### config.mk
export PLATFORM = sky130hd
export DESIGN_NAME = column_scanner
export DESIGN_NICKNAME = d
export VERILOG_FILES = /design/src/rtl/matrix_pkg.sv /design/src/rtl/ring_counter.sv /design/src/rtl/column_scanner.sv
export SDC_FILE = /design/constraint.sdc
export NUM_CORES = 1
export LEC_CHECK = 0
export ABC_AREA = 1
export ABC_CLOCK_PERIOD_IN_PS = 1610
export CAP_MARGIN = 20
export CORE_MARGIN = 4
export CORE_UTILIZATION = 40
export DETAILED_ROUTE_END_ITERATION = 8
export GPL_TIMING_DRIVEN = 0
export PLACE_DENSITY = 0.68
export SLEW_MARGIN = 20
export SYNTH_ARGS = -nofsm -noshare
export SYNTH_HDL_FRONTEND = slang
export SYNTH_SLANG_ARGS = --single-unit
### constraint.sdc
create_clock -name clock -period 1.61 [get_ports clock]
set_clock_uncertainty 0.15 [all_clocks]
set_input_delay 0.4025 -clock clock [delete_from_list [all_inputs] [get_ports clock]]
set_output_delay 0.4025 -clock clock [all_outputs]
set_load 0.02 [all_outputs]
### src/rtl/matrix_pkg.sv
// Shared types and helpers for the LED matrix column scanner.
package matrix_pkg;

  // Widest ring the helper functions accept.
  localparam int MAX_W = 32;

  typedef enum logic [1:0] {
    S_IDLE  = 2'd0,
    S_SHOW  = 2'd1,
    S_BLANK = 2'd2
  } scan_state_t;

  // Number of distinct column patterns; mirrored images share halves.
  function automatic int unique_cols(int columns, int mirror);
    return (mirror != 0) ? (columns + 1) / 2 : columns;
  endfunction

  // Binary position of the set bit of a one-hot vector.
  function automatic int onehot_to_index(logic [MAX_W-1:0] v);
    int idx;
    idx = 0;
    for (int i = 0; i < MAX_W; i++) begin
      if (v[i]) idx = i;
    end
    return idx;
  endfunction

  // True when exactly one bit is set.
  function automatic logic is_onehot(logic [MAX_W-1:0] v);
    return (v != '0) && ((v & (v - MAX_W'(1))) == '0);
  endfunction

endpackage

### src/rtl/ring_counter.sv
// One-hot rotating ring with synchronous load-to-bit-0 and rotate-left.
module ring_counter #(
  parameter int W = 3
) (
  input  logic         clock,
  input  logic         reset_n,
  input  logic         load,
  input  logic         advance,
  output logic [W-1:0] q
);

  localparam logic [W-1:0] BIT0 = W'(1);

  // Load wins over advance; rotation wraps the top bit into bit 0.
  always_ff @(posedge clock or negedge reset_n) begin
    if (!reset_n) begin
      q <= BIT0;
    end else if (load) begin
      q <= BIT0;
    end else if (advance) begin
      q <= (q << 1) | (q >> (W - 1));
    end
  end

endmodule

### src/rtl/column_scanner.sv
// Column scanner: dwell/blank sequencing, frame marking, mirror expansion
// and ring self-repair for the LED matrix column drivers.
module column_scanner
  import matrix_pkg::*;
#(
  parameter int COLUMNS = 5,
  parameter int MIRROR  = 1,
  parameter int DWELL   = 4,
  parameter int BLANK   = 1,
  localparam int U      = unique_cols(COLUMNS, MIRROR),
  localparam int IW     = (U > 1) ? $clog2(U) : 1
) (
  input  logic               clock,
  input  logic               reset_n,
  input  logic               enable,
  output logic [U-1:0]       col,
  output logic [COLUMNS-1:0] col_phys,
  output logic [IW-1:0]      col_index,
  output logic               frame_start,
  output logic               blanking,
  output logic               ring_fault
);

  localparam int CMAX = (DWELL > BLANK) ? DWELL : BLANK;
  localparam int CW   = (CMAX > 1) ? $clog2(CMAX) : 1;
  localparam logic [CW-1:0] DWELL_LAST = CW'(DWELL - 1);
  localparam logic [CW-1:0] BLANK_LAST = CW'((BLANK > 0) ? BLANK - 1 : 0);

  scan_state_t   state, state_nx;
  logic [CW-1:0] cnt, cnt_nx;
  logic [U-1:0]  ring;
  logic          load, advance, fault, fs_nx;

  ring_counter #(.W(U)) u_ring (
    .clock   (clock),
    .reset_n (reset_n),
    .load    (load),
    .advance (advance),
    .q       (ring)
  );

  // Next-state logic: enable-low beats fault repair, which beats counting.
  always_comb begin
    state_nx = state;
    cnt_nx   = cnt;
    load     = 1'b0;
    advance  = 1'b0;
    fault    = 1'b0;
    if (!enable) begin
      state_nx = S_IDLE;
      cnt_nx   = '0;
      load     = 1'b1;
    end else begin
      case (state)
        S_IDLE: begin
          state_nx = S_SHOW;
          cnt_nx   = '0;
          load     = 1'b1;
        end
        S_SHOW, S_BLANK: begin
          if (!is_onehot(MAX_W'(ring))) begin
            fault    = 1'b1;
            state_nx = S_SHOW;
            cnt_nx   = '0;
            load     = 1'b1;
          end else if (state == S_SHOW) begin
            if (cnt == DWELL_LAST) begin
              advance  = 1'b1;
              cnt_nx   = '0;
              state_nx = (BLANK > 0) ? S_BLANK : S_SHOW;
            end else begin
              cnt_nx = cnt + CW'(1);
            end
          end else begin
            if (cnt == BLANK_LAST) begin
              cnt_nx   = '0;
              state_nx = S_SHOW;
            end else begin
              cnt_nx = cnt + CW'(1);
            end
          end
        end
        default: begin
          state_nx = S_IDLE;
          cnt_nx   = '0;
          load     = 1'b1;
        end
      endcase
    end
    // A frame begins on the first cycle column 0 is shown; the ring value
    // it will hold is bit 0 after a load, after wrapping from the top bit,
    // or when leaving a blank gap that already rotated back to bit 0.
    fs_nx = (state_nx == S_SHOW) && (cnt_nx == '0) &&
            (load ? 1'b1 : (advance ? ring[U-1] : ring[0]));
  end

  // Control registers, including the registered frame and fault pulses.
  always_ff @(posedge clock or negedge reset_n) begin
    if (!reset_n) begin
      state       <= S_IDLE;
      cnt         <= '0;
      frame_start <= 1'b0;
      ring_fault  <= 1'b0;
    end else begin
      state       <= state_nx;
      cnt         <= cnt_nx;
      frame_start <= fs_nx;
      ring_fault  <= fault;
    end
  end

  // Output decode from registered state only.
  always_comb begin
    col       = (state == S_SHOW) ? ring : '0;
    col_index = IW'(onehot_to_index(MAX_W'(ring)));
    blanking  = (col == '0);
  end

  // Mirror folding: physical column j follows the nearer edge's unique column.
  for (genvar j = 0; j < COLUMNS; j++) begin : g_phys
    localparam int SRC = (MIRROR != 0) ?
                         ((j < COLUMNS - 1 - j) ? j : COLUMNS - 1 - j) : j;
    assign col_phys[j] = col[SRC];
  end

endmodule
==> results of run 1 <==
registers in the layout (all words and copies together), names as in the netlist:
name,flops
state,2
ring_fault,1
frame_start,1
cnt,2
u_ring.q,3
power by group:
group | leakage, nW | total (W) | switching (W) | internal (W)
Sequential | 0.119 | 0.000236 | 0.00000416 | 0.000232
Combinational | 0.384 | 0.000140 | 0.0000709 | 0.0000690
Clock | 0.0177 | 0.000198 | 0.000106 | 0.0000922
Total | 0.521 | 0.000574 | 0.000181 | 0.000393
layout make-up:
type                       count  area share, %
buffer                         6           5.12
multi-input combinational     48           36.7
inverter                      17           6.70
timing repair buffer          25           22.9
sequential                     9           23.8
tap                           15           1.97
clock inverter                 1          0.526
clock buffer                   3           2.37
metal layers:
metal | up-vias | wire, um | GRT usage [%]
li1 | 292 | - | -
met1 | 253 | 596 | 15.3
met2 | 18 | 666 | 23.0
met3 | 5 | 83 | 2.30
met4 | 0 | 32 | 9.94
met5 | - | 0 | 0
cell usage in the layout (no fill, tap or decap):
cell and count:
inv_2 10, clkdlybuf4s50_1 2, nand2_2 8, nand3_4 2, ha_1 4, nand3_2 1
inv_1 7, nand3_1 2, nand2_1 12, clkinv_2 1, a21boi_1 1, dfstp_2 1
a31oi_1 1, nor2_1 5, o21ai_0 4, buf_4 15, dfrtp_1 8, o21ai_1 1
nor2_4 2, buf_2 3, clkbuf_4 3, dlygate4sd2_1 2, buf_6 9, nor2_2 3
ha_4 2
worst paths after layout:
path,from,endpoint,slack (ns),cells past startpoint
setup / recovery,state[1],col_phys[0],-0.21,6
hold / removal,reset_n,frame_start,0.28,1
setup reg to reg,state[0],frame_start,-0.02,10
hold reg to reg,u_ring.q[0],u_ring.q[0],0.40,2
max in group asynchronous,reset_n,u_ring.q[0],0.70,1
min in group clock,u_ring.q[0],u_ring.q[0],0.40,2
per-stage QoR:
stage | hold WS, ns | setup slack [ns]
final | 0.276 | -0.208
after global routing | 0.313 | -0.272
after CTS | 0.294 | -0.212
after detailed placement | 0.370 | -0.514
after global placement | 0.365 | -0.499
after floorplan | -0.0431 | 0.0481
kinds of logic after synthesis:
| logic type | after synthesis | share of synthesized area [%] |
|---|---|---|
| AOI/OAI and AO/OA | 7 | 6.29 |
| DFF | 9 | 36.7 |
| adders and majority gates | 6 | 12.2 |
| and+or+nand+nor | 35 | 27.2 |
| buffers and inverters | 23 | 17.6 |
what timing repair did:
item                                    CTS  global route
pin swaps                                 1             6
gates resized for setup                  70            11
buffers inserted                          5             6
endpoints found under the setup margin   13            12
==> summary.md, run 1 <==
| Metric | Value |
|---|---|
| Status | finished with violations |
| Failing checks | setup timing |
| Unique masters post-synth | 17 |
| Max-slew violations | 0 |
| WP buf/inv | 4 |
| Max transition margin | 71.1% |
| Layout cells sized above 1 | 55.0% |
| Die H | 47.3 um |
| Skew-Pair Late Insertion Delay | 0.28 ns |
| Footprint of the multi-input gates | 349 sq um |
| Final Hold Viols | 0 |
| Layout Utilization | 68.9% |
| Worst slew pin tran | 0.432 ns |
| Layout area overhead | 54.4% |
| Crit path DAT | 1.27 ns |
| DR iter-0 viols | 4 |
| Fin crit share | 113% |
| Root buffer cell | clkbuf_4 |
| Total vias in the final route | 568 |
| Asr flop ratio synth | 100% |
| Routability cong. | 0.762 |
| First-pass GRT wire length | 2100 um |
| Worst Path Class, Setup | register to primary output |
| Final ANT Viol Nets | 0 |
| Vias per cell | 4.58 |
| Synthesized area per cell | 7.71 sq um |
| Leading cell type by number of instances after synthesis | nand2_1 |
| Dpl cell area | 788 sq um |
| Largest net degree at the start of global routing | 10 |
| Setup TNS | -1.64 ns |
| Number of flops mapped to enable cells by yosys | 0 |
| Tot Pwr | 0.000574 W |
| CP Cell Sequence | inv_2 -> ha_4 -> nand2_2 -> inv_2 -> buf_4 -> buf_6 |
| Required @ worst endpoint | 1.06 ns |
| PwrDens | 603 mW/mm^2 |
| Most frequent cells after synthesis | nand2_1, inv_1, dfrtp_1, nor2_1 |
| CP startpoint kind | register |
| Routed Wire Length | 1380 um |
| Synth Register Bits | 9 |
| Register area | 226 sq um |
| Top-area cell type share of the netlist area | 32.5% |
| Post-Layout Inst Area | 952 sq um |
| Hpwl dp | 920 um |
| Initial Util | 44.6% |
| CTS Hold Buffers Added | 0 |
| Hold WC Path Type | input port to async pin |
| Synth warnings | 0 |
| Top delay family on crit path | flip-flops |
| CTS Buffer Depth | 2 |
| CP peak stage delay | 0.39 ns |
| Wire length per cell | 11.1 um |
| CP Max Fanout | 7 |
| Total grt overflow | 0 |
| Sequential-to-total area share from yosys stat | 36.7% |
| Antenna diodes | 0 |
| Critical Path Most Common Cell | inv_2 |
| Post-synth top area cell | dfrtp_1 |
| Synth area leaders | dfrtp_1, ha_1, nand2_1 |
| Clock sinks | 9 |
| Prevailing post-synth register cell | dfrtp_1 |
| DR DRC count | 0 |
| Num CTS Buffers | 3 |
| CTS H-tree lvls | 1 |
| Cells after synthesis | 80 |
| Syn Nets | 89 |
| Max Clk Rate | 550 MHz |
| Antenna violations before repair | 0 |
| VDD IR max | 0.000504 V |
| Mapped Area | 617 sq um |
| First-pass iteration count of the detailed router | 2 |
| Die X | 47.3 um |
| Vias in the first global route | 529 |
| Cell Rows | 13 |
| Die area | 0.00223 sq mm |
| Core area | 0.00138 sq mm |
| CTS tree | yes |
| Setup violations, final | 10 |
| Nets@finish | 119 |
| Filler cells | 114 |
| # IOs | 16 |
| Final cell count without fillers | 124 |
| Maxcap violations | 0 |
| Unrepaired setup endpoints after global routing | true |
| Placed cells | 110 |
| Crit path time final | 1.82 ns |
| Reg clk slew, reported paths | 0.08 ns |
| Static Leak | 0.521 nW |
| Slowest CP cell | dfrtp_1 |
| Total GRT Usage | 13.7% |
| Final worst slack | -0.208 ns |
| Port-buffer cells | 15 |
| CP Capture Type | primary output |
Power figures use the tool's default switching activity.
==> inputs of run 2 (changes only) <==
--- a/config.mk
+++ b/config.mk
@@ -12,7 +12,7 @@
 export CORE_UTILIZATION = 40
 export DETAILED_ROUTE_END_ITERATION = 8
 export GPL_TIMING_DRIVEN = 0
-export PLACE_DENSITY = 0.68
+export PLACE_DENSITY = 0.7
 export SLEW_MARGIN = 20
 export SYNTH_ARGS = -nofsm -noshare
 export SYNTH_HDL_FRONTEND = slang
==> run 2 against run 1 <==
Largest cell class unchanged. Largest power group unchanged. Sequential power about the same. The run still ends with setup timing left. Cell count increased by 2.4%. Global-route usage increased by 0.72 points. Flip-flop and latch count unchanged. Non-clock buffer count increased by 3. Register-to-register slack got worse by 0.04 ns. Routed wire length decreased by 2.2%. Power decreased by 3.0%. Clock power decreased by 6%. Highest routed layer unchanged. Via count increased by 4.4%. First-iteration DRC count decreased by 25%. Utilization increased by 0.72 points.
==> summary.md, run 2 (same netlist as run 1, synthesis figures left out) <==
| Metric | Value |
|---|---|
| PwrDens | 579 mW/mm^2 |
| Final ANT Viol Nets | 0 |
| Required @ worst endpoint | 1.06 ns |
| Antenna violations before repair | 0 |
| CTS Hold Buffers Added | 0 |
| Cell Rows | 13 |
| CP startpoint kind | register |
| Die X | 47.3 um |
| Total grt overflow | 0 |
| Vias per cell | 4.67 |
| Total GRT Usage | 14.4% |
| Worst Path Class, Setup | register to primary output |
| CTS tree | yes |
| Filler cells | 111 |
| Routability cong. | 0.767 |
| Die H | 47.3 um |
| Largest regs | u_ring.q x3, cnt x2, state x2 |
| # IOs | 16 |
| Status | finished with violations |
| Commonest cells after routing, fill and taps aside | buf_4, nand2_1, inv_2 |
| Final Hold Viols | 0 |
| Hold WC Path Type | input port to async pin |
| Root buffer cell | clkbuf_4 |
| DR DRC count | 0 |
| Vias in the first global route | 520 |
| CTS H-tree lvls | 1 |
| Fin crit share | 111% |
| Slowest CP cell | dfrtp_1 |
| Wire length per cell | 10.6 um |
| Max transition margin | 70.9% |
| Maxcap violations | 0 |
| First-pass GRT wire length | 2160 um |
| Hpwl dp | 885 um |
| Skew-Pair Late Insertion Delay | 0.27 ns |
| Setup TNS | -1.37 ns |
| Largest register FFs | 3 |
| Post-place setup slack | -0.502 ns |
| CP Capture Type | primary output |
| Nets@finish | 122 |
| VDD IR max | 0.000458 V |
| Port-buffer cells | 15 |
| Crit path DAT | 1.23 ns |
| Setup violations, final | 10 |
| Layout cells sized above 1 | 52.7% |
| Hold slack final | 0.285 ns |
| Reg clk slew, reported paths | 0.07 ns |
| Total vias in the final route | 593 |
| Num CTS Buffers | 3 |
| Static Leak | 0.540 nW |
| Antenna diodes | 0 |
| Die area | 0.00223 sq mm |
| Worst slew pin tran | 0.435 ns |
| Max-slew violations | 0 |
| Most common cell after layout, fill and taps aside | buf_4 |
| Unrepaired setup endpoints after global routing | true |
| Failing checks | setup timing |
| Largest net degree at the start of global routing | 10 |
| CTS Buffer Depth | 2 |
| DR iter-0 viols | 3 |
| Crit path time final | 1.78 ns |
| Layout Utilization | 69.6% |
| CP peak stage delay | 0.39 ns |
| Initial Util | 44.6% |
| Layout area overhead | 56.0% |
| WP buf/inv | 4 |
| Max Clk Rate | 562 MHz |
| Core area | 0.00138 sq mm |
| Clock sinks | 9 |
| CP Cell Sequence | inv_2 -> ha_4 -> nand2_2 -> inv_2 -> buf_4 -> buf_6 |
| Top delay family on crit path | flip-flops |
| CP Max Fanout | 5 |
| Routed Wire Length | 1350 um |
| Critical Path Most Common Cell | inv_2 |
| Final worst slack | -0.170 ns |
| Largest Register | u_ring.q |
| First-pass iteration count of the detailed router | 2 |
run 2: cell types whose count changed in the layout (fill, tap and decap cells not counted), sizes merged:
cell	change
clkinv	-1
clkbuf	+1
buf	+3
run 2: worst paths after layout:
path | from | end | slack [ns] | cells after the start
setup / recovery | state[1] | col_phys[1] | -0.17 | 6
hold / removal | reset_n | cnt[1] | 0.28 | 1
setup reg to reg | state[0] | frame_start | -0.06 | 10
hold reg to reg | u_ring.q[0] | u_ring.q[1] | 0.42 | 2
max in group asynchronous | reset_n | u_ring.q[0] | 0.70 | 1
min in group clock | u_ring.q[0] | u_ring.q[1] | 0.42 | 2
run 2: report_power, final:
part	total, W	switching (W)	leakage [nW]	internal (W)
logic	0.000134	0.0000686	0.407	0.0000655
clock network	0.000187	0.0000906	0.0150	0.0000959
registers	0.000236	0.00000399	0.119	0.000232
total	0.000557	0.000163	0.540	0.000394
run 2: what timing repair did:
item                                    CTS  global route
resized for setup                        68            10
endpoints found under the setup margin   13            13
hold endpoints to repair                  0             0
pin swaps                                 1             2
setup buffers                             8             6
run 2: layout make-up:
cell class / count / area [sq um] / share of cell area [%]
multi-input cells: 48 / 342 / 35.5
repair buffers: 28 / 236 / 24.6
flip-flops and latches: 9 / 226 / 23.5
inverters: 17 / 63.8 / 6.63
plain buffers: 6 / 48.8 / 5.07
clock buffers: 4 / 26.3 / 2.73
well taps: 15 / 18.8 / 1.95
run 2: per-layer routing:
| layer | up-vias | global-route usage (%) | share of wire, % | wire length [um] |
|---|---|---|---|---|
| met5 | - | 0 | 0 | 0 |
| met3 | 4 | 4.60 | 6.4 | 86 |
| met2 | 14 | 24.6 | 51 | 683 |
| li1 | 304 | - | - | - |
| met1 | 271 | 15.4 | 41 | 558 |
| met4 | 0 | 8.29 | 1.6 | 21 |
run 2: metrics by stage:
| stage | instance area [sq um] | total power (W) | std cells |
|---|---|---|---|
| after CTS | 885 | 0.000540 | 122 |
| after global placement | 788 | 0.000342 | 110 |
| after global routing | 962 | 0.000587 | 127 |
| final | 962 | 0.000557 | 127 |
| after floorplan | 619 | 0.000303 | 80 |
| after detailed placement | 788 | 0.000344 | 110 |
==> inputs of run 3 (changes only) <==
--- a/config.mk
+++ b/config.mk
@@ -8,11 +8,13 @@
 export ABC_AREA = 1
 export ABC_CLOCK_PERIOD_IN_PS = 1610
 export CAP_MARGIN = 20
+export CELL_PAD_IN_SITES_DETAIL_PLACEMENT = 1
+export CELL_PAD_IN_SITES_GLOBAL_PLACEMENT = 2
 export CORE_MARGIN = 4
-export CORE_UTILIZATION = 40
+export CORE_UTILIZATION = 26
 export DETAILED_ROUTE_END_ITERATION = 8
 export GPL_TIMING_DRIVEN = 0
-export PLACE_DENSITY = 0.7
+export PLACE_DENSITY = 0.78
 export SLEW_MARGIN = 20
 export SYNTH_ARGS = -nofsm -noshare
 export SYNTH_HDL_FRONTEND = slang
==> run 3 against run 2 <==
The flow still finishes with violations (setup timing). Utilization shrank 26 points. Critical path depth is the same. Sequential power is essentially flat. Global-route usage shrank 3.6 points. Power shrank 1.2%. Via count is the same. Design area grew 2.2%. Register-to-register slack lost 0.04 ns. Clock power shrank 5%. Cell count grew 9.4%. Worst hold slack gained 0.0085 ns.
==> summary.md, run 3 (same netlist as run 1, synthesis figures left out) <==
| Metric | Value |
|---|---|
| Status | finished with violations |
| Failing checks | setup timing |
| CP Max Fanout | 5 |
| Total GRT Usage | 10.8% |
| R2R depth | 10 |
| Largest regs | u_ring.q x3, cnt x2, state x2 |
| Antenna violations before repair | 0 |
| Num CTS Buffers | 3 |
| PwrDens | 559 mW/mm^2 |
| Total length of routed met3 wires | 52 um |
| Tot Pwr | 0.000550 W |
| Largest Register | u_ring.q |
| Wire length per cell | 11.4 um |
| Met2 WL | 851 um |
| P_sw | 0.000160 W |
| Static Leak | 0.529 nW |
| Largest net degree at the start of global routing | 10 |
| Commonest cells after routing, fill and taps aside | nand2_1, buf_6, buf_4 |
| CTS Buffer Depth | 2 |
| First-pass iteration count of the detailed router | 4 |
| DR iter-0 viols | 1 |
| R2R setup slack | -0.10 ns |
| Post-place setup slack | -0.540 ns |
| Filler cells | 272 |
| Layout area overhead | 59.4% |
| CTS tree | yes |
| Port-buffer cells | 15 |
| Final ANT Viol Nets | 0 |
| DR DRC count | 0 |
| Unrepaired setup endpoints after global routing | true |
| Required @ worst endpoint | 1.06 ns |
| Crit path DAT | 1.23 ns |
| CP Cell Sequence | inv_2 -> ha_4 -> nand2_2 -> inv_2 -> buf_4 -> buf_6 |
| Layout cells sized above 1 | 52.3% |
| Critical Path Most Common Cell | inv_2 |
| Core area | 0.00223 sq mm |
| VDD IR max | 0.000523 V |
| Clock sinks | 9 |
| Initial Util | 27.6% |
| Setup TNS | -1.87 ns |
| Reg clk slew, reported paths | 0.07 ns |
| Largest register FFs | 3 |
| Register share of total power | 43.0% |
| Vias in the first global route | 635 |
| Crit path time final | 1.78 ns |
| Skew-Pair Late Insertion Delay | 0.27 ns |
| Hold slack final | 0.293 ns |
| Die area | 0.00322 sq mm |
| Antenna diodes | 0 |
| Hpwl dp | 1090 um |
| Routed Wire Length | 1590 um |
| Crit path launch | state[1] |
| CP startpoint kind | register |
| Cell Rows | 17 |
| Nets@finish | 121 |
| Max Clk Rate | 561 MHz |
| Routability cong. | 0.705 |
| CTS Hold Buffers Added | 0 |
| FF-to-FF Start | state[0] |
| Fin crit share | 111% |
| Max-slew violations | 0 |
| Pint | 0.000390 W |
| First-pass GRT wire length | 2690 um |
| Sw frac | 29.1% |
| Layout Utilization | 44.0% |
| Root buffer cell | clkbuf_4 |
| Max transition margin | 70.5% |
| Setup violations, final | 15 |
| Top Layer Used | met4 |
| Logic gate share of total power | 24.6% |
| Final worst slack | -0.173 ns |
| CP Capture Type | primary output |
| CTS H-tree lvls | 1 |
| Final Hold Viols | 0 |
| Worst Path Class, Setup | register to primary output |
| Clock power frac | 32.4% |
| Hold WC Path Type | input port to async pin |
| Vias per cell | 4.27 |
| Worst slew pin tran | 0.441 ns |
| Total vias in the final route | 593 |
| Slowest CP cell | dfrtp_1 |
| WL met1 | 624 um |
| CP peak stage delay | 0.40 ns |
| Maxcap violations | 0 |
| Total grt overflow | 0 |
| Die X | 56.7 um |
| # IOs | 16 |
| Die H | 56.7 um |
==> run 3: cell count changes in the layout (fill, tap and decap cells not counted), sizes merged <==
cell,delta
clkbuf,-1
clkinv,+1
buf,-1
==> run 3: per-stage QoR <==
stage,cells,instance area (sq um)
after detailed placement,123,805
after CTS,136,918
after global placement,123,805
after global routing,139,983
final,139,983
after floorplan,80,619
==> run 3: final timing paths <==
kind,to
max,col_phys[1]
min,state[0]
max reg2reg,u_ring.q[2]
min reg2reg,u_ring.q[0]
max in group asynchronous,u_ring.q[2]
min in group clock,u_ring.q[0]
==> run 3: cell type report <==
cell class | count | area [sq um] | share of cell area, %
Sequential cell | 9 | 228 | 23.2
Clock inverter | 1 | 5.00 | 0.509
Tap cell | 28 | 35.0 | 3.56
Buffer | 6 | 52.6 | 5.34
Multi-Input combinational cell | 48 | 324 | 33.0
Clock buffer | 3 | 22.5 | 2.29
Timing Repair Buffer | 27 | 253 | 25.7
Inverter | 17 | 63.8 | 6.49
==> run 3: worst max-delay path: cells and delay by family, from the launching register on <==
kind,cells,cell delay (ns)
flip-flops,1,0.40
adder cells (fa/ha/maj),1,0.17
AND/OR/NAND/NOR,1,0.05
buffers and inverters,4,0.34
==> run 3: power groups by stage <==
stage                     Sequential (W)  Combinational (W)  Clock (W)
after floorplan                 0.000243          0.0000599          0
after global placement          0.000240           0.000106          0
after detailed placement        0.000240           0.000108          0
after CTS                       0.000236           0.000128   0.000189
after global routing            0.000237           0.000147   0.000200
final                           0.000236           0.000135   0.000178
==> run 3: routing by layer <==
layer	vias up	global-route usage (%)
li1	300	-
met1	279	11.5
met2	10	19.6
met3	4	1.38
met4	0	7.12
met5	-	0
==> run 3: timing repair <==
action,in CTS,in global routing
buffers inserted,9,4
pin swaps,2,2
gates resized for setup,71,14
endpoints found under the setup margin,14,18
